==> src/rtl/neuron_pkg.sv <==
// Shared types and constants for the neuron evaluation sequencer.
// Holds the FSM encoding and the product clamp used before accumulation.
package neuron_pkg;

  localparam int DATA_W = 8;
  localparam logic [DATA_W-1:0] SAT_MAX = 8'hFF;

  typedef enum logic [1:0] {
    IDLE,
    ACCUM,
    BIAS,
    DONE
  } state_t;

  typedef struct packed {
    logic              sat;
    logic [DATA_W-1:0] val;
  } prod_t;

  // A full-width product that does not fit in DATA_W bits clamps to SAT_MAX.
  function automatic prod_t sat_prod(input logic [2*DATA_W-1:0] p);
    prod_t r;
    r.sat = |p[2*DATA_W-1:DATA_W];
    r.val = r.sat ? SAT_MAX : p[DATA_W-1:0];
    return r;
  endfunction

endpackage

==> src/rtl/neuron_seq_ctrl_adder.sv <==
// Plain DATA_W-bit ripple adder with carry out; the single shared adder of the datapath.
// Purely combinational, no handshake.
module neuron_seq_ctrl_adder
  import neuron_pkg::*;
(
  input  logic [DATA_W-1:0] i_a,
  input  logic [DATA_W-1:0] i_b,
  output logic [DATA_W-1:0] o_sum,
  output logic              o_carry
);

  assign {o_carry, o_sum} = {1'b0, i_a} + {1'b0, i_b};

endmodule

==> src/rtl/neuron_seq_ctrl.sv <==
// Sequences one neuron evaluation: accumulate N saturated x*w products, add bias, threshold.
// Result appears N_INPUTS+2 cycles after start with in_valid held; in/out use valid/ready.
module neuron_seq_ctrl
  import neuron_pkg::*;
#(
  parameter int                N_INPUTS = 4,
  parameter logic [DATA_W-1:0] THRESH   = 8'd128
) (
  input  logic              clk,
  input  logic              rst,
  input  logic              start,
  input  logic [DATA_W-1:0] bias,
  output logic              busy,
  input  logic              in_valid,
  output logic              in_ready,
  input  logic [DATA_W-1:0] x_in,
  input  logic [DATA_W-1:0] w_in,
  output logic              out_valid,
  input  logic              out_ready,
  output logic [DATA_W-1:0] result,
  output logic              fire,
  output logic              overflow
);

  localparam logic [7:0] LAST_BEAT = 8'(N_INPUTS - 1);

  state_t              r_state;
  logic [DATA_W-1:0]   r_acc;
  logic [DATA_W-1:0]   r_bias;
  logic [7:0]          r_count;
  logic                r_overflow;
  logic                r_in_ready;
  logic                r_out_valid;
  logic                r_busy;
  logic [DATA_W-1:0]   r_result;
  logic                r_fire;

  logic [2*DATA_W-1:0] w_prod;
  prod_t               w_prod_sat;
  logic [DATA_W-1:0]   w_add_b;
  logic [DATA_W-1:0]   w_sum;
  logic                w_carry;
  logic [DATA_W-1:0]   w_sat_sum;
  logic                w_beat;

  assign w_prod     = 16'(x_in) * 16'(w_in);
  assign w_prod_sat = sat_prod(w_prod);
  // Operand B of the shared adder: clamped product while accumulating, bias in the bias step.
  assign w_add_b    = (r_state == BIAS) ? r_bias : w_prod_sat.val;
  assign w_sat_sum  = w_carry ? SAT_MAX : w_sum;
  assign w_beat     = in_valid && r_in_ready;

  neuron_seq_ctrl_adder u_adder (
    .i_a     (r_acc),
    .i_b     (w_add_b),
    .o_sum   (w_sum),
    .o_carry (w_carry)
  );

  always_ff @(posedge clk) begin
    if (rst) begin
      r_state     <= IDLE;
      r_acc       <= '0;
      r_bias      <= '0;
      r_count     <= '0;
      r_overflow  <= 1'b0;
      r_in_ready  <= 1'b0;
      r_out_valid <= 1'b0;
      r_busy      <= 1'b0;
      r_result    <= '0;
      r_fire      <= 1'b0;
    end else begin
      case (r_state)
        IDLE: begin
          if (start) begin
            r_bias     <= bias;
            r_acc      <= '0;
            r_count    <= '0;
            r_overflow <= 1'b0;
            r_in_ready <= 1'b1;
            r_busy     <= 1'b1;
            r_state    <= ACCUM;
          end
        end
        ACCUM: begin
          if (w_beat) begin
            r_acc      <= w_sat_sum;
            r_overflow <= r_overflow | w_prod_sat.sat | w_carry;
            r_count    <= r_count + 8'd1;
            if (r_count == LAST_BEAT) begin
              r_in_ready <= 1'b0;
              r_state    <= BIAS;
            end
          end
        end
        BIAS: begin
          // Result and fire are registered here so they are already valid with out_valid.
          r_acc       <= w_sat_sum;
          r_overflow  <= r_overflow | w_carry;
          r_result    <= w_sat_sum;
          r_fire      <= (w_sat_sum >= THRESH);
          r_out_valid <= 1'b1;
          r_state     <= DONE;
        end
        DONE: begin
          if (out_ready) begin
            r_out_valid <= 1'b0;
            r_busy      <= 1'b0;
            r_state     <= IDLE;
          end
        end
        default: r_state <= IDLE;
      endcase
    end
  end

  assign busy      = r_busy;
  assign in_ready  = r_in_ready;
  assign out_valid = r_out_valid;
  assign result    = r_result;
  assign fire      = r_fire;
  assign overflow  = r_overflow;

endmodule

==> config.mk <==
export PLATFORM = sky130hd
export DESIGN_NAME = neuron_seq_ctrl
export DESIGN_NICKNAME = d
export VERILOG_FILES = /design/src/rtl/neuron_pkg.sv /design/src/rtl/neuron_seq_ctrl_adder.sv /design/src/rtl/neuron_seq_ctrl.sv
export SDC_FILE = /design/constraint.sdc
export NUM_CORES = 1
export LEC_CHECK = 0
export CAP_MARGIN = 20
export CORE_ASPECT_RATIO = 0.9
export CORE_UTILIZATION = 53
export DETAILED_ROUTE_END_ITERATION = 10
export PLACE_DENSITY_LB_ADDON = 0.15
export SYNTH_ARGS = -nofsm -noshare
export SYNTH_HDL_FRONTEND = slang
export SYNTH_SLANG_ARGS = --single-unit
==> constraint.sdc <==
create_clock -name clk -period 7.3 [get_ports clk]
set_input_delay 1.46 -clock clk [delete_from_list [all_inputs] [get_ports clk]]
set_output_delay 1.46 -clock clk [all_outputs]
set_load 0.02 [all_outputs]
==> results of run 1 <==
[through the flow]
stage	power, mW	setup WS, ns	utilization (%)	setup TNS (ns)	area (um^2)
after floorplan	1.208	0.001376	-	0	4060
after global placement	1.655	-0.7477	68.31	-11.35	4932
after detailed placement	1.685	-0.9029	68.31	-13.99	4932
after CTS	2.070	0.006517	71.81	0	5185
after global routing	2.453	-0.03954	75.46	-0.06661	5449
final	2.262	0.2200	75.46	0	5449
[what timing repair did]
item                       in CTS  in global routing
pin swaps                      25                 33
gates cloned                    0                  0
setup endpoints to repair      17                 17
buffers inserted               13                  2
gates resized for setup        63                 85
[flip-flops by register name, indices dropped and copies added, names as in the netlist]
name,cells
r_acc,8
r_bias,8
r_count,8
result,8
r_state,2
busy,1
in_ready,1
out_valid,1
overflow,1
[routing by layer]
layer / track usage [%] / routed length (um) / vias to the layer above
li1: - / - / 1840
met1: 37.29 / 4645 / 1845
met2: 44.79 / 4819 / 137
met3: 4.620 / 561 / 13
met4: 5.035 / 112 / 0
met5: 0 / 0 / -
[power by group]
group	switching, mW	internal (mW)	total, mW
Sequential	0.0417	0.266	0.308
Clock	0.0802	0.137	0.217
Combinational	0.878	0.859	1.74
Total	1.00	1.26	2.26
[final cells by class]
type / count / area share, %
repair buffers: 108 / 17.43
flip-flops and latches: 38 / 13.96
multi-input cells: 378 / 59.40
clock buffers: 5 / 1.263
inverters: 66 / 4.547
clock inverters: 3 / 1.263
well taps: 93 / 2.135
[worst reg2reg max path: stages, from the launching register on]
cell,delay [ns]
dfxtp_1,0.38
inv_1,0.09
ha_1,0.21
buf_4,0.22
a21oi_1,0.33
a2bb2oi_2,0.10
ha_2,0.21
fa_2,0.35
a21o_1,0.18
a21oi_2,0.17
o21bai_2,0.11
a21oi_2,0.15
or4b_4,0.46
o211ai_1,0.12
a311oi_1,0.12
[cells by family after synthesis]
logic type | after synthesis
multiplexers | 1
buffers and inverters | 77
AO/OA/AOI/OAI | 96
AND/OR/NAND/NOR | 177
flip-flops | 38
XOR/XNOR | 18
adder cells (fa/ha/maj) | 86
[synthesized netlist by cell type (all sizes together), types with 4 or more instances]
| library cell | count | share of area, % |
|---|---|---|
| a21oi | 30 | 3.7 |
| o21a | 4 | 0.74 |
| xnor2 | 9 | 2.0 |
| a21o | 4 | 0.74 |
| xor2 | 9 | 2.0 |
| nand4 | 4 | 0.62 |
| a211oi | 9 | 1.7 |
| and2 | 34 | 5.3 |
| o21ai | 19 | 2.4 |
| clkbuf | 9 | 0.84 |
| dfxtp | 38 | 19 |
| o21bai | 5 | 0.93 |
| nand3 | 6 | 0.74 |
| inv | 65 | 6.1 |
| ha | 49 | 15 |
| a2bb2oi | 8 | 1.7 |
| fa | 37 | 18 |
| nor2 | 51 | 4.7 |
| nand2 | 63 | 5.9 |
| a31oi | 4 | 0.62 |
| nor3 | 5 | 0.62 |
[cells in the final DEF, fill, tap and decap left out, types with 4 or more instances in the layout]
| cell | count |
|---|---|
| buf_4 | 68 |
| inv_1 | 60 |
| nand2_1 | 55 |
| nor2_1 | 49 |
| ha_1 | 43 |
| dfxtp_1 | 38 |
| and2_1 | 34 |
| fa_1 | 33 |
| a21oi_1 | 26 |
| clkdlybuf4s50_1 | 25 |
| o21ai_0 | 12 |
| xor2_1 | 9 |
| a211oi_1 | 8 |
| xnor2_1 | 7 |
| buf_6 | 7 |
| nand2_2 | 6 |
| o21ai_1 | 6 |
| a2bb2oi_1 | 6 |
| nand3_1 | 6 |
| inv_2 | 5 |
| ha_4 | 5 |
| clkbuf_8 | 5 |
| a21o_1 | 4 |
| o21a_1 | 4 |
| o21bai_1 | 4 |
| a21oi_2 | 4 |
| nand4_1 | 4 |
| nor3_1 | 4 |
| fa_2 | 4 |
[path summary, 6_finish.rpt]
kind	from	end	slack [ns]	cells after the start
setup reg to reg	r_state[0]	result[7]	3.97	14
hold reg to reg	r_bias[4]	r_bias[4]	0.47	2
hold / removal	r_bias[4]	r_bias[4]	0.47	2
setup / recovery	x_in[4]	result[7]	0.22	28
==> impl_results.md, run 1 <==
* FILL cells at 503
* Lkg Pwr at 2.552 nW
* Number of diodes at 0
* Most Frequent Cell on Critical Path: fa_1
* Clk_skew at 0.007114 ns
* Rows at 29
* Synth Area in Simple Gates at 20.66%
* All-Layer GR Usage at 27.06%
* PD cells at 415.1 nW/um^2
* Root Buffer: clkbuf_8
* Synthesis-to-finish area growth at 35.12%
* Via/cell ratio at 5.550
* Initial Util at 55.85%
* FF/Latch Area at 760.7 um^2
* Post-Syn Nets at 608
* Port-buffer cells at 41
* Vias in the first global route at 3787
* FF+latch count, synth at 38
* Drt drc at 0
* Hold Violations, Final at 0
* Main combinational cell family by area after synthesis: adder cells
* Synth Instances at 493
* Num CTS Buffers at 5
* Worst setup SP type: primary input
* Die H at 84.75 um
* Hold_buf cts at 0
* Pins Over Slew Limit at 0
* Chip width at 93.95 um
* Core area at 7221 um^2
* CTS tree: done
* Hold Path Class: reg2reg
* Post-Synth Adder-Cell Area at 33.57%
* Max-capacitance violation count at 0
* Die footprint at 7962 um^2
* Complex-gate fraction of the synthesized area at 15.48%
* Main flop type after synthesis: dfxtp_1
* H-tree Lvls at 2
* Slowest stage delay, CP at 0.54 ns
* Initial antenna violation count at 0
* Final setup vio count at 0
* Total gr overflow at 0
* First-pass GRT wire length at 17170 um
* CTS Buffer Depth at 2
* Crit path required time at 7.47 ns
* Final ANT Viol Nets at 0
* Finished Layout Cells at 691
* Buf/Inv on CP at 6
* Post-Synth XOR/XNOR Area at 3.909%
* Area of the multi-input gates at 3237 um^2
* Final GP Congestion at 0.9380
* Share of layout cells above drive strength 1 at 22.91%
* First drt pass iteration count at 7
* Num Clock Sinks at 38
* Crit path time final at 7.080 ns
* Asr flop ratio synth at 0%
* Warnings, synthesis at 0
* Placed cell count at 668
* Largest net degree at the start of global routing at 31
* Post-synthesis cell area at 4033 um^2
* Largest delay contributor family on the critical path: adder cells
* Tcrit/Tclk final at 96.99%
* Multiplexer share of the synthesized area at 0.2482%
* Wire per inst at 14.67 um
* Max-slew headroom at 56.80%
* Slowest stage cell, crit path: fa_1
* Nets at 712
* Drt total wl at 10140 um
* Routed vias at 3835
* Crit-path max FO at 6
* Maximum clock rate at 141.2 MHz
* Dpl hpwl at 7691 um
* Fin Hold WS at 0.4684 ns
* Top-level I/O count at 42
* Max rail drop VDD at 336.5 uV
* Run status: finished clean
* CP Data Arrival Time at 7.25 ns
* Clk_lat worst skew at 0.30 ns
* Avg Inst Size Synth at 8.180 um^2
* First-iteration detailed-routing DRC count at 188
* Post-synth EDFFs at 0
* Synth unique cells at 46
* CP endpoint kind: flop
* WS Path Type: in2reg
* Register area share after synthesis at 18.86%
* Slew @ Worst Pin at 0.6459 ns
* Clock slew at reported path FFs at 0.08 ns
(Power assumes the default switching activity.)
==> run 2: changes to the inputs <==
--- a/config.mk
+++ b/config.mk
@@ -7,8 +7,9 @@
 export LEC_CHECK = 0
 export CAP_MARGIN = 20
 export CORE_ASPECT_RATIO = 0.9
-export CORE_UTILIZATION = 53
+export CORE_UTILIZATION = 56
 export DETAILED_ROUTE_END_ITERATION = 10
+export DONT_BUFFER_PORTS = 1
 export PLACE_DENSITY_LB_ADDON = 0.15
 export SYNTH_ARGS = -nofsm -noshare
 export SYNTH_HDL_FRONTEND = slang
==> constraint.sdc (replaced) <==
create_clock -name clk -period 7.3 [get_ports clk]
set_input_delay 0.73 -clock clk [delete_from_list [all_inputs] [get_ports clk]]
set_output_delay 0.73 -clock clk [all_outputs]
set_load 0.02 [all_outputs]
==> impl_results.md, run 2 (synthesized netlist as in run 1, its figures left out) <==
* Run status: finished clean
* Crit-path max FO at 8
* Num CTS Buffers at 5
* Max rail drop VDD at 351.1 uV
* Maximum clock rate at 147.1 MHz
* CP Data Arrival Time at 6.93 ns
* Initial antenna violation count at 0
* Setup Buffers After CTS at 0
* First-iteration detailed-routing DRC count at 100
* H-tree Lvls at 2
* Hold Violations, Final at 0
* Final setup margin at 0.5016 ns
* Total gr overflow at 0
* Via/cell ratio at 5.582
* CTS Buffer Depth at 2
* FF/Latch Area at 760.7 um^2
* All-Layer GR Usage at 25.26%
* Post-CTS Resized at 0
* Final ANT Viol Nets at 0
* CP endpoint kind: flop
* Drt total wl at 8561 um
* Core area at 6761 um^2
* Area of the multi-input gates at 2987 um^2
* Hold_buf cts at 0
* Port-buffer cells at 0
* Drt drc at 0
* Grt peak-use layer: met2
* Pre-CTS setup slack at 0.2165 ns
* Final core occ at 63.01%
* Crit path time final at 6.798 ns
* Rows at 28
* Tcrit/Tclk final at 93.13%
* Nets at 606
* Most frequent cells in the layout: inv_1 (65), nand2_1 (63), nor2_1 (51), ha_1 (49), dfxtp_1 (38)
* Lkg Pwr at 1.983 nW
* Dpl hpwl at 7090 um
* Num Clock Sinks at 38
* Wire per inst at 14.71 um
* Clk_skew at 0.01086 ns
* Grt met1 use at 32.22%
* CTS tree: done
* Vias in the first global route at 3357
* Chip width at 91.45 um
* Die footprint at 7545 um^2
* Final setup vio count at 0
* Pins Over Slew Limit at 0
* Clk_lat worst skew at 0.29 ns
* Share of layout cells above drive strength 1 at 3.455%
* Hold Path Class: reg2reg
* Max-capacitance violation count at 0
* Crit path required time at 7.43 ns
* Clock slew at reported path FFs at 0.08 ns
* Synthesis-to-finish area growth at 5.647%
* Worst setup SP type: primary input
* FILL cells at 613
* First-pass GRT wire length at 14970 um
* PD cells at 386.1 nW/um^2
* Top-level I/O count at 42
* Setup TNS at 0 ns
* Die H at 82.51 um
* Most common cell after layout, fill and taps aside: inv_1
* Root Buffer: clkbuf_8
* Number of diodes at 0
* Unrepaired setup endpoints after global routing: no
* First drt pass iteration count at 4
* Initial Util at 59.64%
* Largest net degree at the start of global routing at 31
* Global Route met3 Usage at 4.121%
* WS Path Type: in2reg
* Final GP Congestion at 0.8812
* Routed vias at 3249
* Max-slew headroom at 36.17%
* Slew @ Worst Pin at 0.9574 ns
* M2 GR Usage at 44.51%
==> run 2: cell count changes in the layout (fill, tap and decap cells not counted), sizes merged <==
cell and change:
buf -78, clkdlybuf4s15 -1, clkdlybuf4s50 -25, dlymetal6s2s -2
==> run 2: area by class of cell <==
type,count,area share (%)
sequential,38,17.86
clock buffer,5,1.615
tap,90,2.643
clock inverter,3,1.615
inverter,66,5.815
timing repair buffer,2,0.3524
multi-input combinational,378,70.10
==> run 2: where the power goes <==
group	internal, mW	switching [mW]	total [mW]
clock	0.137	0.0785	0.215
sequential	0.267	0.0745	0.341
combinational	0.442	0.647	1.09
total	0.845	0.800	1.65
==> run 2: layer usage <==
layer / vias to the layer above / part of all wire, %
li1: 1623 / -
met1: 1540 / 46
met2: 73 / 47
met3: 13 / 5.5
met4: 0 / 1.9
met5: - / 0
==> run 2: metrics by stage <==
step / cells / total power, mW / cell area [um^2] / hold WS [ns]
after floorplan: 493 / 1.188 / 4033 / 0.4362
after global placement: 574 / 1.386 / 4115 / 0.4403
after detailed placement: 574 / 1.409 / 4115 / 0.4445
after CTS: 582 / 1.632 / 4253 / 0.4542
after global routing: 582 / 1.812 / 4260 / 0.4705
final: 582 / 1.645 / 4260 / 0.4504
==> run 2: worst paths after layout <==
kind	from	slack (ns)	endpoint	depth (start not counted)
max	w_in[7]	0.50	result[7]	25
min	r_bias[4]	0.45	r_bias[4]	2
max reg2reg	r_state[0]	2.95	result[7]	13
min reg2reg	r_bias[4]	0.45	r_bias[4]	2
==> run 2: critical path, cell delays in order <==
cell       delay, ns
nand2_1         0.06
fa_1            0.53
inv_1           0.06
fa_1            0.53
inv_1           0.06
fa_1            0.51
fa_1            0.55
inv_1           0.04
ha_1            0.35
a21o_1          0.18
nand2_1         0.10
a31oi_2         0.14
a311oi_2        0.32
xnor2_1         0.16
nor4_4          0.31
buf_4           0.20
a2bb2oi_1       0.11
fa_1            0.44
a21o_1          0.17
a21oi_1         0.22
o21bai_1        0.12
a21oi_1         0.22
or4b_2          0.60
o211ai_1        0.12
a311oi_1        0.11
==> run 3: changes to the inputs <==
--- a/config.mk
+++ b/config.mk
@@ -10,7 +10,9 @@
 export CORE_UTILIZATION = 56
 export DETAILED_ROUTE_END_ITERATION = 10
 export DONT_BUFFER_PORTS = 1
+export HOLD_SLACK_MARGIN = 0.15
 export PLACE_DENSITY_LB_ADDON = 0.15
+export SKIP_LAST_GASP = 1
 export SYNTH_ARGS = -nofsm -noshare
 export SYNTH_HDL_FRONTEND = slang
 export SYNTH_SLANG_ARGS = --single-unit
==> impl_results.md, run 3 (synthesized netlist as in run 1, its figures left out) <==
* Maximum clock rate at 147.4 MHz
* Routed vias at 3279
* Chip width at 91.45 um
* Final GP Congestion at 0.8812
* Sw frac at 48.58%
* Comb power frac at 66.1%
* RR Startpoint: r_state[0]
* Largest net degree at the start of global routing at 31
* Total gr overflow at 0
* Core area at 6761 um^2
* Vias in the first global route at 3357
* Hold Path Class: reg2reg
* Clk_skew at 0.009770 ns
* WS Path Type: in2reg
* Most common cell after layout, fill and taps aside: inv_1
* Slowest stage delay, CP at 0.60 ns
* Synthesis-to-finish area growth at 5.492%
* Run status: finished clean
* Crit path time final at 6.785 ns
* Final core occ at 62.92%
* CTS Buffer Depth at 2
* Drt drc at 0
* H-tree Lvls at 2
* Top-level I/O count at 42
* Crit-path max FO at 8
* Max rail drop VDD at 347.3 uV
* Rows at 28
* Hold Violations, Final at 0
* Die footprint at 7545 um^2
* Hold Startpoint: r_bias[4]
* First-iteration detailed-routing DRC count at 107
* Clock slew at reported path FFs at 0.08 ns
* Max-capacitance violation count at 0
* First drt pass iteration count at 4
* Most frequent cells in the layout: inv_1 (65), nand2_1 (63), nor2_1 (51), ha_1 (49), dfxtp_1 (38)
* Wire per inst at 14.66 um
* Port-buffer cells at 0
* CTS tree: done
* Crit path required time at 7.43 ns
* Overall power at 1.641 mW
* Slowest stage cell, crit path: or4b_2
* Share of layout cells above drive strength 1 at 3.252%
* Final ANT Viol Nets at 0
* All-Layer GR Usage at 25.26%
* Most Frequent Cell on Critical Path: fa_1
* Number of diodes at 0
* Worst setup SP type: primary input
* CP Data Arrival Time at 6.92 ns
* Clk_lat worst skew at 0.30 ns
* Slew @ Worst Pin at 0.9592 ns
* Int Pwr at 843.5 uW
* First-pass GRT wire length at 14970 um
* Switching power at 797.0 uW
* Final setup vio count at 0
* Die H at 82.51 um
* Pre-CTS setup slack at 0.2165 ns
* Crit. Startpoint: w_in[7]
* Lkg Pwr at 1.983 nW
* CP endpoint kind: flop
* Nets at 606
* Setup TNS at 0 ns
* Via/cell ratio at 5.634
* Initial antenna violation count at 0
* Max-slew headroom at 36.05%
* Root Buffer: clkbuf_8
* Num CTS Buffers at 5
* Unrepaired setup endpoints after global routing: yes
* Fin Hold WS at 0.4503 ns
* Dpl hpwl at 7090 um
* Final setup margin at 0.5153 ns
* Initial Util at 59.64%
* Num Clock Sinks at 38
* Flop pwr share at 20.8%
* Clock power frac at 13.1%
* PD cells at 385.6 nW/um^2
* Pins Over Slew Limit at 0
* Tcrit/Tclk final at 92.94%
* Drt total wl at 8535 um
-- run 3: cell types whose count changed in the layout (fill, tap and decap cells not counted) --
cell     change
a31oi_1      +1
a31oi_2      -1
-- run 3: area by class of cell --
cell class	instances	area, um^2
repair buffers	2	15.01
well taps	90	112.6
fillers	612	2507
clock buffers	5	68.82
flip-flops and latches	38	760.7
multi-input cells	378	2980
inverters	66	247.7
clock inverters	3	68.82
-- run 3: path summary, 6_finish.rpt --
| path | to | slack, ns | cells after the start |
|---|---|---|---|
| worst max-delay path | result[7] | 0.52 | 25 |
| worst min-delay path | r_bias[4] | 0.45 | 2 |
| worst max register to register | result[7] | 2.95 | 13 |
| worst min register to register | r_bias[4] | 0.45 | 2 |
-- run 3: power by group through the flow --
| stage | Combinational (mW) | Sequential [mW] | Clock, mW |
|---|---|---|---|
| 2_1_floorplan | 0.860 | 0.329 | 0 |
| 3_3_place_gp | 1.04 | 0.344 | 0 |
| 3_5_place_dp | 1.06 | 0.346 | 0 |
| 4_1_cts | 1.07 | 0.341 | 0.217 |
| 5_1_grt | 1.23 | 0.349 | 0.225 |
| 6_report | 1.08 | 0.341 | 0.215 |
-- run 3: worst max-delay path, delay by kind of cell --
family | cells | cell delay (ns)
and+or+nand+nor | 4 | 1.05
AOI/OAI and AO/OA | 10 | 1.72
adders and majority gates | 6 | 2.91
xor gates and xnor gates | 1 | 0.16
buffers and inverters | 4 | 0.36
-- run 3: per-stage QoR --
stage | instance area (um^2) | std cells
final | 4254 | 582
after global routing | 4254 | 582
after CTS | 4253 | 582
after detailed placement | 4115 | 574
after global placement | 4115 | 574
after floorplan | 4033 | 493
-- run 3: metal layers --
metal / routed length, um / GRT usage [%] / vias to the layer above
met4: 163 / 7.778 / 0
met5: 0 / 0 / -
met2: 4008 / 44.51 / 75
met3: 479 / 4.121 / 13
li1: - / - / 1628
met1: 3883 / 32.22 / 1563
-- run 3: what timing repair did --
action,in CTS,in global routing
buffers inserted,0,0
hold buffers,0,0
endpoints found under the hold margin,0,0
setup endpoints to repair,0,6
gates resized for setup,0,1
==> RTL change: new RTL, settings of run 1 <==
The 4 states of `state_t` get a Gray code encoding in 2 bits.
--- a/src/rtl/neuron_pkg.sv
+++ b/src/rtl/neuron_pkg.sv
@@ -6,10 +6,10 @@
   localparam logic [DATA_W-1:0] SAT_MAX = 8'hFF;
 
   typedef enum logic [1:0] {
-    IDLE,
-    ACCUM,
-    BIAS,
-    DONE
+    IDLE  = 2'b00,
+    ACCUM = 2'b01,
+    BIAS  = 2'b11,
+    DONE  = 2'b10
   } state_t;
 
   typedef struct packed {
Behaviour: same outputs for any inputs over 4 cycles, from zero or initial values and one cycle with rst high; so few cycles prove little.
==> RTL change against run 1 <==
Total power down 44%. Sequential power decreased by 30%. Critical endpoint is now overflow. Global-route usage down 0.13 points. Highest routed layer unchanged. Critical path type unchanged. Area after synthesis down 0.16%. Hold slack lost 0.0066 ns. Sequential cell count stayed put. Die area shrank 0.15%. Setup slack worse by 0.083 ns. Wire length increased by 3.0%. Combinational power decreased by 50%. Register-to-register slack gained 0.14 ns. Maximum frequency down 1.2%. Via count is 0.78% lower. Final area fell by 0.76%.
==> RTL change: results (changes against run 1) <==
- Clk_skew: 0.007707 ns (+0.0005929 ns)
- Status: finished clean
- Internal power: 0.7410 mW (-41%)
- FILL cells: 502 (-0.20%)
- Multi-input gate area: 3204 um^2 (-1.0%)
- R2r endpoint: overflow
- Vias per inst: 5.413 (-2.5%)
- Total wire length: 10440 um (+3.0%)
- GPL Wtd Cong: 0.8913 (-5.0%)
- Synth unique cells: 51 (+11%)
- Slew margin rel.: 0.3699 (-0.1982)
- Layout Nets: 720 (+1.1%)
- Inverters excl. clock: 67 (+1.5%)
- Worst hold start: r_bias[5]
- Non-clk buf share: 0.1791 (+0.004801)
- Sequential share of the synthesized area: 0.1889 (+0.0002931)
- Arrival @ worst endpoint: 7.33 ns (+0.08 ns)
- Drt first-iter violations: 243 (+29%)
- Drt pass-1 iters: 4 (-3)
- WL met3: 457 um (-19%)
- Synth Area in Compound Gates: 0.1445 (-0.01033)
- Synth top cells by count: inv_1 (67), nand2_1 (64), ha_1 (45)
- Met1 Wirelength: 5014 um (+7.9%)
- Hold slack: 0.4617 ns (-0.006616 ns)
- Worst VDD drop: 0.0001543 V (-54%)
- Met2 Use GR: 0.4147 (-0.03318)
- Total Routing Usage GR: 0.2692 (-0.001350)
- M3 GR Usage: 0.04801 (+0.001812)
- Leading post-synthesis cells by cell area: dfxtp_1 (19%), fa_1 (18%), ha_1 (14%), inv_1 (6.2%), nand2_1 (6.0%)
- Seq power: 0.217 mW (-30%)
- Buffers, non-clock: 117 (+8.3%)
- Met2 WL: 4787 um (-0.66%)
- First-pass GRT wire length: 17130 um (-0.20%)
- Reg2reg setup slack: 4.11 ns (+0.14 ns)
- Sequential share of cell area: 0.1407 (+0.001066)
- Cts repair resizes: 36 (-43%)
- ClkCell Share: 0.01967 (-0.005591)
- Adder-Cell Fraction of Synth Area: 0.3238 (-0.01191)
- Worst r2r src: r_state[1]
- Multi-input gate count: 380 (+0.53%)
- Reg2Reg Depth: 12 (-2)
- XOR/XNOR Fraction of Synth Area: 0.03263 (-0.006465)
- CP max FO: 8 (+2)
- Setup bufs post-CTS: 9 (-4)
- Largest net degree at the start of global routing: 27 (-13%)
[RTL change: changes by cell type after synthesis, moves of 3 or more]
cell       change
ha_1           -4
nand3_1        +3
nor2_1         -8
or2_2          +3
a31oi_1        +4
o21a_1         -4
a2bb2oi_1      -8
and3_1         +4
[RTL change: critical path, cell delays in order]
cell and delay [ns]:
clkdlybuf4s50_1 0.49, buf_4 0.19, and2_1 0.16, fa_1 0.45, ha_1 0.29, inv_1 0.05, fa_2 0.62, inv_1 0.10
ha_4 0.27, a211oi_4 0.26, o21ai_2 0.12, buf_4 0.14, nand3_1 0.09, and3_1 0.17, o21ai_2 0.07, nor4_4 0.33
a21oi_1 0.13, ha_2 0.20, fa_2 0.36, a21o_1 0.20, a21oi_2 0.19, o21bai_2 0.12, a2111oi_4 0.43, nor3_4 0.14
a22oi_1 0.18, o31ai_1 0.10
[RTL change: per-stage QoR]
stage	setup TNS [ns]	worst slack, ns	std cells	area (um^2)
2_1_floorplan	0	0.01072	497	4035
3_3_place_gp	-9.046	-0.5778	679	4964
3_5_place_dp	-13.38	-0.8464	679	4964
4_1_cts	0	0.006459	696	5263
5_1_grt	-0.9070	-0.09867	703	5408
6_report	0	0.1371	703	5408
[RTL change: how the worst max path moves through the flow]
stage / start / to / slack [ns]
after floorplan: w_in[7] / overflow / 0.01
after global placement: x_in[4] / result[2] / -0.58
after detailed placement: x_in[1] / result[6] / -0.85
after CTS: w_in[6] / result[5] / 0.006
after global routing: w_in[1] / overflow / -0.1
final: w_in[1] / overflow / 0.14
[RTL change: cell families after synthesis]
family	Yosys count
AND/OR/NAND/NOR	188
AO/OA/AOI/OAI	93
adder cells (fa/ha/maj)	82
buffers and inverters	79
flip-flops	38
XOR/XNOR	15
multiplexers	2
